===== src/rtl/lcd_pkg.sv =====
// Shared command constants and state types for the HD44780 16x2 refresh controller.
package lcd_pkg;

    localparam logic [7:0] CMD_FUNC  = 8'h38; // 8-bit bus, two lines, 5x8 font
    localparam logic [7:0] CMD_DISP  = 8'h0C;
    localparam logic [7:0] CMD_ENTRY = 8'h06;
    localparam logic [7:0] CMD_CLR   = 8'h01;
    localparam logic [7:0] CMD_L1    = 8'h80;
    localparam logic [7:0] CMD_L2    = 8'hC0;

    typedef enum logic [3:0] {
        ST_PWRUP,
        ST_INIT,
        ST_IDLE,
        ST_L1CMD,
        ST_FETCH,
        ST_CAPT,
        ST_CHAR,
        ST_L2CMD,
        ST_FIN
    } lcd_state_t;

    typedef enum logic [1:0] {
        PHY_IDLE,
        PHY_SETUP,
        PHY_EHI,
        PHY_WAIT
    } phy_state_t;

    function automatic logic [7:0] init_cmd(input logic [1:0] step);
        case (step)
            2'd0:    return CMD_FUNC;
            2'd1:    return CMD_DISP;
            2'd2:    return CMD_ENTRY;
            default: return CMD_CLR;
        endcase
    endfunction

endpackage


===== src/rtl/lcd_write_phy.sv =====
// One HD44780 byte write: setup, E pulse, post-strobe wait, then a one-cycle rdy.
module lcd_write_phy
    import lcd_pkg::*;
#(
    parameter int SETUP_CYC = 2,
    parameter int E_PW_CYC  = 12,
    parameter int CMD_CYC   = 2000,
    parameter int CLR_CYC   = 82000,
    parameter int CNT_W     = 18
) (
    input  logic       clk_i,
    input  logic       rst_i,
    input  logic       go,
    input  logic       rs,
    input  logic [7:0] wr_byte,
    input  logic       long_wait,
    output logic       lcd_e,
    output logic       lcd_rs,
    output logic [7:0] data_lcd,
    output logic       rdy
);

    localparam logic [CNT_W-1:0] SETUP_LAST = CNT_W'(SETUP_CYC - 1);
    localparam logic [CNT_W-1:0] EPW_LAST   = CNT_W'(E_PW_CYC - 1);
    localparam logic [CNT_W-1:0] CMD_LAST   = CNT_W'(CMD_CYC - 1);
    localparam logic [CNT_W-1:0] CLR_LAST   = CNT_W'(CLR_CYC - 1);

    phy_state_t       state, state_nxt;
    logic [CNT_W-1:0] cnt, cnt_nxt;
    logic             long_q;
    logic             e_nxt, rdy_nxt, load;

    // NOTE: every always_comb output gets a default first so no path leaves it unassigned (no latch).
    always_comb begin
        state_nxt = state;
        cnt_nxt   = cnt + CNT_W'(1);
        e_nxt     = 1'b0;
        rdy_nxt   = 1'b0;
        load      = 1'b0;
        unique case (state)
            PHY_IDLE: begin
                cnt_nxt = '0;
                if (go) begin
                    load      = 1'b1;
                    state_nxt = PHY_SETUP;
                end
            end
            PHY_SETUP: begin
                if (cnt == SETUP_LAST) begin
                    e_nxt     = 1'b1;
                    cnt_nxt   = '0;
                    state_nxt = PHY_EHI;
                end
            end
            PHY_EHI: begin
                e_nxt = 1'b1;
                if (cnt == EPW_LAST) begin
                    e_nxt     = 1'b0;
                    cnt_nxt   = '0;
                    state_nxt = PHY_WAIT;
                end
            end
            PHY_WAIT: begin
                if (cnt == (long_q ? CLR_LAST : CMD_LAST)) begin
                    rdy_nxt   = 1'b1;
                    cnt_nxt   = '0;
                    state_nxt = PHY_IDLE;
                end
            end
            default: state_nxt = PHY_IDLE;
        endcase
    end

    // NOTE: sequential state uses non-blocking assignments so every register samples pre-edge values.
    always_ff @(posedge clk_i or posedge rst_i) begin
        if (rst_i) begin
            state    <= PHY_IDLE;
            cnt      <= '0;
            lcd_e    <= 1'b0;
            lcd_rs   <= 1'b0;
            data_lcd <= 8'h00;
            long_q   <= 1'b0;
            rdy      <= 1'b0;
        end else begin
            state <= state_nxt;
            cnt   <= cnt_nxt;
            lcd_e <= e_nxt;
            rdy   <= rdy_nxt;
            // RS/DATA load only at go, so they cannot move while E is high.
            if (load) begin
                lcd_rs   <= rs;
                data_lcd <= wr_byte;
                long_q   <= long_wait;
            end
        end
    end

endmodule


===== src/rtl/lcd_refresh_ctrl.sv =====
// HD44780 16x2 controller: power-up init, then on request copies a 32-byte buffer to both lines.
module lcd_refresh_ctrl
    import lcd_pkg::*;
#(
    parameter int PWRUP_CYC = 750000,
    parameter int SETUP_CYC = 2,
    parameter int E_PW_CYC  = 12,
    parameter int CMD_CYC   = 2000,
    parameter int CLR_CYC   = 82000
) (
    input  logic       clk_i,
    input  logic       rst_i,
    input  logic       start_i,
    output logic [4:0] char_addr_o,
    input  logic [7:0] char_data_i,
    output logic       busy_o,
    output logic       done_o,
    output logic       lcd_e,
    output logic       lcd_rs,
    output logic       lcd_rw,
    output logic       lcd_on,
    output logic       lcd_blon,
    output logic [7:0] data_lcd
);

    localparam int CNT_W = $clog2(CLR_CYC > PWRUP_CYC ? CLR_CYC : PWRUP_CYC) + 1;
    localparam logic [CNT_W-1:0] PWRUP_LAST = CNT_W'(PWRUP_CYC - 1);

    lcd_state_t       state, state_nxt;
    logic [CNT_W-1:0] pwr_cnt;
    logic [4:0]       idx, idx_nxt;
    logic             sent, pending, pending_nxt;
    logic [7:0]       char_q;
    logic             go, phy_rs, long_wait, rdy;
    logic [7:0]       wr_byte;

    assign lcd_rw   = 1'b0;
    assign lcd_on   = 1'b1;
    assign lcd_blon = 1'b1;

    always_comb begin
        state_nxt = state;
        idx_nxt   = idx;
        go        = 1'b0;
        phy_rs    = 1'b0;
        long_wait = 1'b0;
        wr_byte   = char_q;
        unique case (state)
            ST_PWRUP: if (pwr_cnt == PWRUP_LAST) state_nxt = ST_INIT;
            ST_INIT: begin
                wr_byte   = init_cmd(idx[1:0]);
                long_wait = (idx[1:0] == 2'd3);
                go        = !sent;
                if (rdy) begin
                    if (idx[1:0] == 2'd3) begin
                        idx_nxt   = 5'd0;
                        state_nxt = ST_IDLE;
                    end else begin
                        idx_nxt = idx + 5'd1;
                    end
                end
            end
            ST_IDLE: if (start_i || pending) state_nxt = ST_L1CMD;
            ST_L1CMD: begin
                wr_byte = CMD_L1;
                go      = !sent;
                if (rdy) begin
                    idx_nxt   = 5'd0;
                    state_nxt = ST_FETCH;
                end
            end
            ST_FETCH: state_nxt = ST_CAPT;
            ST_CAPT:  state_nxt = ST_CHAR;
            ST_CHAR: begin
                phy_rs = 1'b1;
                go     = !sent;
                if (rdy) begin
                    if (idx == 5'd15) begin
                        state_nxt = ST_L2CMD;
                    end else if (idx == 5'd31) begin
                        state_nxt = ST_FIN;
                    end else begin
                        idx_nxt   = idx + 5'd1;
                        state_nxt = ST_FETCH;
                    end
                end
            end
            ST_L2CMD: begin
                wr_byte = CMD_L2;
                go      = !sent;
                if (rdy) begin
                    idx_nxt   = 5'd16;
                    state_nxt = ST_FETCH;
                end
            end
            ST_FIN: begin
                idx_nxt   = 5'd0;
                state_nxt = ST_IDLE;
            end
            default: state_nxt = ST_PWRUP;
        endcase
    end

    // Single request slot: accepting a refresh consumes it, any start while busy refills it.
    always_comb begin
        pending_nxt = pending;
        if (state == ST_IDLE && state_nxt == ST_L1CMD) pending_nxt = 1'b0;
        else if (start_i && busy_o)                    pending_nxt = 1'b1;
    end

    always_ff @(posedge clk_i or posedge rst_i) begin
        if (rst_i) begin
            state       <= ST_PWRUP;
            pwr_cnt     <= '0;
            idx         <= 5'd0;
            sent        <= 1'b0;
            pending     <= 1'b0;
            char_q      <= 8'h00;
            char_addr_o <= 5'd0;
            busy_o      <= 1'b1;
            done_o      <= 1'b0;
        end else begin
            state   <= state_nxt;
            idx     <= idx_nxt;
            pending <= pending_nxt;
            pwr_cnt <= (state == ST_PWRUP) ? pwr_cnt + CNT_W'(1) : '0;
            if (go)       sent <= 1'b1;
            else if (rdy) sent <= 1'b0;
            if (state == ST_CAPT) char_q <= char_data_i;
            if (state_nxt == ST_FETCH) char_addr_o <= idx_nxt;
            busy_o <= (state_nxt != ST_IDLE);
            done_o <= (state_nxt == ST_FIN);
        end
    end

    lcd_write_phy #(
        .SETUP_CYC (SETUP_CYC),
        .E_PW_CYC  (E_PW_CYC),
        .CMD_CYC   (CMD_CYC),
        .CLR_CYC   (CLR_CYC),
        .CNT_W     (CNT_W)
    ) u_phy (
        .clk_i     (clk_i),
        .rst_i     (rst_i),
        .go        (go),
        .rs        (phy_rs),
        .wr_byte   (wr_byte),
        .long_wait (long_wait),
        .lcd_e     (lcd_e),
        .lcd_rs    (lcd_rs),
        .data_lcd  (data_lcd),
        .rdy       (rdy)
    );

endmodule


===== config.mk =====
export PLATFORM = sky130hd
export DESIGN_NAME = lcd_refresh_ctrl
export DESIGN_NICKNAME = d
export VERILOG_FILES = /design/src/rtl/lcd_pkg.sv /design/src/rtl/lcd_write_phy.sv /design/src/rtl/lcd_refresh_ctrl.sv
export SDC_FILE = /design/constraint.sdc
export NUM_CORES = 1
export LEC_CHECK = 0
export CAP_MARGIN = 10
export CORE_MARGIN = 5
export CORE_UTILIZATION = 53
export CTS_BUF_LIST = sky130_fd_sc_hd__clkbuf_16
export DETAILED_ROUTE_END_ITERATION = 10
export GPL_TIMING_DRIVEN = 0
export MAX_ROUTING_LAYER = met4
export PLACE_DENSITY = 0.86
export SYNTH_ARGS = -nofsm -noshare
export SYNTH_HDL_FRONTEND = slang
export SYNTH_SLANG_ARGS = --single-unit

===== constraint.sdc =====
create_clock -name clk_i -period 2.51 [get_ports clk_i]
set_input_delay 0.3765 -clock clk_i [delete_from_list [all_inputs] [get_ports clk_i]]
set_output_delay 0.3765 -clock clk_i [all_outputs]
set_load 0.05 [all_outputs]

==> impl_results.md, run 1 <==
* Vias in the first global route at ~3.4k
* Maximum clock rate at 419.9 MHz
* Row cnt at 32
* Largest net degree at the start of global routing at 52
* Post-Syn Area at around 4200 um^2
* #FFs+latches synth at a little over 80
* Yosys cell types at 58
* Synth Area in Simple Gates at between 20% and 30%
* CTS Sinks at ~80
* Req. time, crit path at between 2 and 3 ns
* Critical path startpoint: u_phy.cnt[11]
* Post-Synthesis Mean Instance Area at between 9 and 10 um^2
* Rel. slew slack at 52.94%
* Total CTS buffers at 9
* Synth area leaders: dfrtp_1, nor2_1, ha_1
* Crit path cell chain: nor4_2 -> nand4_1 -> o31a_1 -> or4_4 -> mux2_4
* Root Buffer: clkbuf_16
* Register-to-register setup slack at around 0.13 ns
* CP max stage cell: or4_4
* Worst path buffer plus inverter count at 0
* Leakage power total at roughly 2.2 nW
* RSZ-0062 raised after global routing: no
* Nets at ~500
* Dpl cells at roughly 570
* Share of cells above drive strength 1 at between 8 and 9%
* Fillers at a little under 600
* Drt pass-1 iters at 4
* R2R Path Start: u_phy.cnt[11]
* CTS tree: done
* Yosys warning count at 0
* Clock Path Buffers at 2
* Fin. max-slew vios at 0
* Drt initial violations at between 200 and 250
* Clock Latency Late Sink at roughly 0.34 ns
* Post-DP HPWL at 6555 um
* Clock transition at path regs at about 0.060 ns
* Routed Wire Length at between 9000 and 10000 um
* Endpoints failing setup at 0
* Slowest cell delay on critical path at between 0.5 and 0.6 ns
* CTS H-tree depth at 3
* Initial antenna violation count at 0
* Worst Skew at between 0.007 and 0.008 ns
* Startpoint Class: register
* Family with the most delay on the worst path: simple AND/OR/NAND/NOR gates
* Area of the multi-input gates at around 2000 um^2
* GR Overflow Total at 0
* Crit path time final at roughly 2.4 ns
* Outcome: complete, no violations
* Largest family of logic cells by synthesized area: simple AND/OR/NAND/NOR gates
* FF/Latch Area at 2053 um^2
* MaxCap Viol Count at 0
* Pwr/cell area at 553.8 nW/um^2
* Via count at between 3k and 4k
* Critical Path Fanout Max at 4
* CP Data Arrival Time at roughly 2.6 ns
* Die area at approximately 10000 um^2
* Final Wtd Congestion at slightly above 0.9
* Buffers on Ports at 27
* First-pass GRT wire length at between 15000 and 20000 um
* Ant diodes at 0
* Xor/xnor share of the synthesized area at 7.462%
* Seq/Total Area, Yosys at 48.59%
* Top-area cell type share of the netlist area at a little under half
* IO Pins at 31
* EDFF count, synth at 0
* Fin crit share at roughly 95%
* Critical path type: register to register
* Avg Vias per Cell at 5.945
* Die X-Extent at between 90 and 100 um
* Async S/R FF share, synth at 100.0%
* Dpl ws at ~0.11 ns
* Core Region at a little under 8000 um^2
* Worst hold path class: input port to asynchronous set/reset pin
* Drt wl/cell at 16.34 um
* Most used DFF post-synth: dfrtp_1
* Die Y at between 90 and 100 um
* Number of remaining DRC errors at 0
* Post-synthesis mux area share at roughly 3.7%
* DRT antenna net count at 0
* Crit end category: register
* R2r endpoint: u_phy.state[1]
* Final WS setup at 0.1285 ns
* Maximum VDD drop at between 0.4 and 0.5 mV
* Cells after synthesis at around 430
* Synthesized-area fraction occupied by adder cells at under 10%
* Yosys top cell by area: dfrtp_1
* Starting density of the core at between 50 and 60%
* Worst reg2reg path depth at 5
* Least-Margin Pin Slew at 0.7021 ns
* Post-route insts no fill at 580
* Final hold violation count at 0
* Syn-to-layout area delta at 17.68%
* Compound-cell area share of the yosys netlist at about a tenth
* Overall Global Routing Usage at roughly a fifth
[synth_stat cells, types with 3 or more instances]
cell type,instances
nand4_1,13
nor2b_1,5
nand3_1,18
nor3_1,12
mux2_2,10
a21oi_1,15
mux2i_1,3
nor2_1,66
and2_1,5
ha_1,14
or3_1,7
nor4_1,7
clkbuf_1,12
o31ai_1,3
xnor2_1,16
nand2_1,32
o21ai_0,10
a31oi_1,4
dfrtp_1,81
nor4bb_1,3
nand2b_1,5
inv_1,17
xor2_1,20
buf_4,3
a221oi_1,5
and3_1,7
[cells in the final DEF, fill, tap and decap left out, drive strengths merged, types with 2 or more instances in the layout]
cell type / netlist / final
dfrtp: 81 / 81
nor2: 66 / 66
nand2: 32 / 32
clkdlybuf4s50: 0 / 27
clkbuf: 13 / 22
xor2: 20 / 20
nand3: 18 / 18
inv: 17 / 18
xnor2: 16 / 16
a21oi: 15 / 15
ha: 14 / 14
nand4: 13 / 13
nor3: 13 / 13
mux2: 11 / 11
o21ai: 10 / 10
nor4: 8 / 8
and3: 7 / 7
or3: 7 / 7
buf: 5 / 6
nand2b: 5 / 5
nor2b: 5 / 5
and2: 5 / 5
a221oi: 5 / 5
a31oi: 4 / 4
nor4bb: 3 / 3
o31ai: 3 / 3
mux2i: 3 / 3
conb: 2 / 3
and4: 3 / 3
o31a: 2 / 2
a32o: 2 / 2
a21o: 2 / 2
or3b: 2 / 2
a22o: 2 / 2
o2bb2ai: 2 / 2
o22a: 2 / 2
clkinvlp: 0 / 2
bufinv: 0 / 2
[area by class of cell]
| type | count | share of cell area [%] |
|---|---|---|
| Sequential cell | 82 | 41.29 |
| Multi-Input combinational cell | 318 | 40.94 |
| Timing Repair Buffer | 28 | 5.989 |
| Clock buffer | 9 | 4.529 |
| Tap cell | 102 | 2.567 |
| Clock inverter | 6 | 1.686 |
| Buffer | 18 | 1.661 |
| Inverter | 17 | 1.334 |
[cells by family after synthesis]
kind of cell / Yosys count
simple gates: 192
xor+xnor: 36
flops: 82
fa+ha+maj: 14
mux: 14
other cells: 2
buf+inv: 35
compound gates: 59
[how the worst max path moves through the flow]
stage                     cells past startpoint  slack [ns]        endpoint
final                                         5        0.13  u_phy.state[1]
after global routing                          6       0.006   u_phy.cnt[12]
after CTS                                     6        0.09   u_phy.cnt[12]
after detailed placement                      6        0.11   u_phy.cnt[16]
after global placement                        2       -1.16  char_addr_o[4]
after floorplan                               1        0.03  char_addr_o[0]
[flip-flops by register name, summed over array words and instances (netlist names), 2 cells and up]
register,cells
u_phy.data_lcd,8
state,4
u_phy.cnt,21
idx,5
pwr_cnt,21
char_q,8
char_addr_o,5
u_phy.state,2
[layer usage]
metal	vias to the layer above	GRT usage (%)	share of wire (%)
met1	1701	25.95	41
met5	-	-	0
li1	1593	-	-
met3	24	5.400	5.8
met2	130	34.30	51
met4	0	5.462	1.9
[metrics by stage]
| stage | hold slack [ns] | util (%) | cell area (um^2) | power, mW | setup TNS [ns] |
|---|---|---|---|---|---|
| after floorplan | 0.4479 | - | 4229 | 1.379 | 0 |
| after global placement | 0.4606 | 59.88 | 4627 | 1.401 | -93.75 |
| after detailed placement | 0.4631 | 60.27 | 4657 | 1.408 | 0 |
| after CTS | 0.4144 | 64.26 | 4966 | 2.764 | 0 |
| after global routing | 0.4308 | 64.35 | 4972 | 2.838 | 0 |
| final | 0.4002 | 64.35 | 4972 | 2.754 | 0 |
[power by group]
group / total, mW / leakage [nW] / internal [mW] / switching [mW]
Combinational: 0.0601 / 0.929 / 0.0217 / 0.0384
Sequential: 1.32 / 1.09 / 1.32 / 0.0000000000000000402
Clock: 1.37 / 0.149 / 0.859 / 0.512
[timing repair]
item                                   4_1_cts  5_1_grt
setup endpoints to repair                    0       16
hold buffers                                 0        0
resized for setup                            0        3
endpoints found under the hold margin        0        0
buffers inserted                             0        0
Power figures use the tool's default switching activity.
==> run 2, diff against run 1 <==
CORE_UTILIZATION = 63   (was 53)
PLACE_DENSITY = 0.95   (was 0.86)
RECOVER_POWER = 50   (was default)
clock period = 2.9 ns   (was 2.51 ns; I/O delays follow)
==> impl_results.md, run 2 (synthesis results as in run 1) <==
* Worst path buffer plus inverter count at 1 (was 0)
* First-pass GRT wire length at 17310 um (was 16300 um)
* Endpoints failing setup at 0 (unchanged)
* Routed Wire Length at 10690 um (was 9479 um)
* Via count at 3535 (was 3448)
* Avg Vias per Cell at 6.358 (was 5.945)
* Biggest regs: pwr_cnt: 21 flops, u_phy.cnt: 21 flops (unchanged)
* Worst hold path class: register to register (was input port to asynchronous set/reset pin)
* Critical Path Fanout Max at 10 (was 4)
* MaxCap Viol Count at 0 (unchanged)
* Total CTS buffers at 9 (unchanged)
* M2 GR Usage at 44.46% (was 34.30%)
* Vias in the first global route at 3603 (was 3426)
* Commonest non-fill, non-tap cell in the layout: dfrtp_1 (unchanged)
* Core Region at 6422 um^2 (was 7727 um^2)
* Pwr/cell area at 488.5 nW/um^2 (was 553.8 nW/um^2)
* Syn-to-layout area delta at 16.97% (was 17.68%)
* Outcome: complete, no violations (unchanged)
* Row cnt at 29 (was 32)
* Crit path time final at 2.647 ns (was 2.381 ns)
* Cts hold-fix bufs at 0 (unchanged)
* Final Wtd Congestion at 0.8812 (was 0.9162)
* Nets at 499 (unchanged)
* Met1 usage at 29.64% (was 25.95%)
* Maximum clock rate at 377.8 MHz (was 419.9 MHz)
* Clock transition at path regs at 0.07 ns (was 0.06 ns)
* Number of remaining DRC errors at 0 (unchanged)
* Startpoint Class: register (unchanged)
* Setup_tns at 0 ns (unchanged)
* Fin util at 76.95% (was 64.35%)
* Die X-Extent at 91.90 um (was 99.29 um)
* CTS tree: done (unchanged)
* Largest net degree at the start of global routing at 56 (was 52)
* DRT antenna net count at 0 (unchanged)
* Crit end category: register (unchanged)
* Starting density of the core at 65.79% (was 54.68%)
* Initial antenna violation count at 0 (unchanged)
* GR Overflow Total at 0 (unchanged)
* Final hold violation count at 0 (unchanged)
* Clock Latency Late Sink at 0.34 ns (about the same)
* Family with the most delay on the worst path: compound AO/OA/AOI/OAI gates (was simple AND/OR/NAND/NOR gates)
* Maximum VDD drop at 0.5017 mV (was 0.4818 mV)
* Drt pass-1 iters at 5 (was 4)
* IO Pins at 31 (unchanged)
* Overall Global Routing Usage at 26.56% (was 20.93%)
* Worst Skew at 0.01048 ns (was 0.007914 ns)
* Rel. slew slack at 12.06% (was 52.94%)
* Setup Fix Bufs, Post-CTS at 0 (unchanged)
* Slowest cell delay on critical path at 0.48 ns (was 0.55 ns)
* Post-CTS Resized at 0 (unchanged)
* Least-Margin Pin Slew at 1.312 ns (was 0.7021 ns)
* Met3 Resource Use GR at 5.892% (was 5.400%)
* Ant diodes at 0 (unchanged)
* Busiest layer in global routing: met2 (unchanged)
* Req. time, crit path at 3.10 ns (was 2.73 ns)
* CP max stage cell: nor4_1 (was or4_4)
* Drt wl/cell at 19.23 um (was 16.34 um)
* Leakage power total at 2.168 nW (was 2.169 nW)
* Crit path cell chain: nor4_1 -> nand2_1 -> o31a_1 -> o31ai_1 -> clkbuf_1 -> nor2_1 (was nor4_2 -> nand4_1 -> o31a_1 -> or4_4 -> mux2_4)
* CTS H-tree depth at 3 (unchanged)
* Clock Path Buffers at 2 (unchanged)
* WHS at 0.4864 ns (was 0.4002 ns)
* Die Y at 91.90 um (was 99.29 um)
* Buffers on Ports at 27 (unchanged)
* Fin. max-slew vios at 0 (unchanged)
* Die area at 8445 um^2 (was 9858 um^2)
* RSZ-0062 raised after global routing: no (unchanged)
* CP Data Arrival Time at 2.85 ns (was 2.60 ns)
* CTS Sinks at 82 (unchanged)
* Share of cells above drive strength 1 at 8.142% (was 8.787%)
* Fin crit share at 91.28% (was 94.88%)
* Post-DP HPWL at 6935 um (was 6555 um)
* Root Buffer: clkbuf_16 (unchanged)
* Commonest non-fill, non-tap cells in the layout: dfrtp_1, nor2_1, nand2_1, clkdlybuf4s50_1, xor2_1 (unchanged)
* Drt initial violations at 234 (was 217)
* Critical path type: register to register (unchanged)
-- run 2: cell count changes in the layout (fill, tap and decap cells not counted), moves of 2 or more --
cell        delta
clkbuf_1       +3
clkbuf_2       -2
clkinvlp_4     -2
clkinv_4       +2
-- run 2: final timing paths --
kind	from	endpoint	slack [ns]	cells after the start
setup / recovery	u_phy.cnt[8]	u_phy.cnt[15]	0.25	6
hold / removal	char_addr_o[2]	char_addr_o[2]	0.49	2
setup reg to reg	u_phy.cnt[8]	u_phy.cnt[15]	0.25	6
hold reg to reg	char_addr_o[2]	char_addr_o[2]	0.49	2
max in group asynchronous	rst_i	char_addr_o[2]	1.27	3
min in group asynchronous	rst_i	pwr_cnt[13]	0.83	2
-- run 2: metal layers --
layer  wire, um  up-vias
li1           -     1589
met1       4072     1699
met2       5442      185
met3        697       62
met4        478        0
met5          0        -
-- run 2: layout make-up --
class,instances,area [um^2]
plain buffers,18,80.08
clock buffers,9,225.2
clock inverters,7,93.84
fillers,375,1480
inverters,17,65.06
multi-input cells,318,2031
flip-flops and latches,82,2053
well taps,77,96.34
repair buffers,28,297.8
-- run 2: where the power goes --
group | total (mW) | internal (mW) | leakage, nW | switching [mW]
clock network | 1.22 | 0.754 | 0.159 | 0.465
registers | 1.14 | 1.14 | 1.09 | 0.0000000000000000318
logic | 0.0515 | 0.0184 | 0.918 | 0.0332
total | 2.41 | 1.92 | 2.17 | 0.498
-- run 2: per-stage QoR --
step           instances  power, mW  instance area [um^2]  setup slack (ns)
2_1_floorplan        435      1.194                  4229            0.3582
3_3_place_gp         539      1.212                  4596           -0.7506
3_5_place_dp         540      1.218                  4626            0.5095
4_1_cts              556      2.415                  4945            0.3247
5_1_grt              556      2.475                  4942           0.07238
6_report             556      2.414                  4942            0.2528
-- run 2: worst reg2reg max path, delay by kind of cell, from the launching register on --
kind                   cells  cell delay, ns
AO/OA/AOI/OAI              2            0.82
buffers and inverters      1            0.42
flip-flops                 1            0.44
AND/OR/NAND/NOR            3            0.83
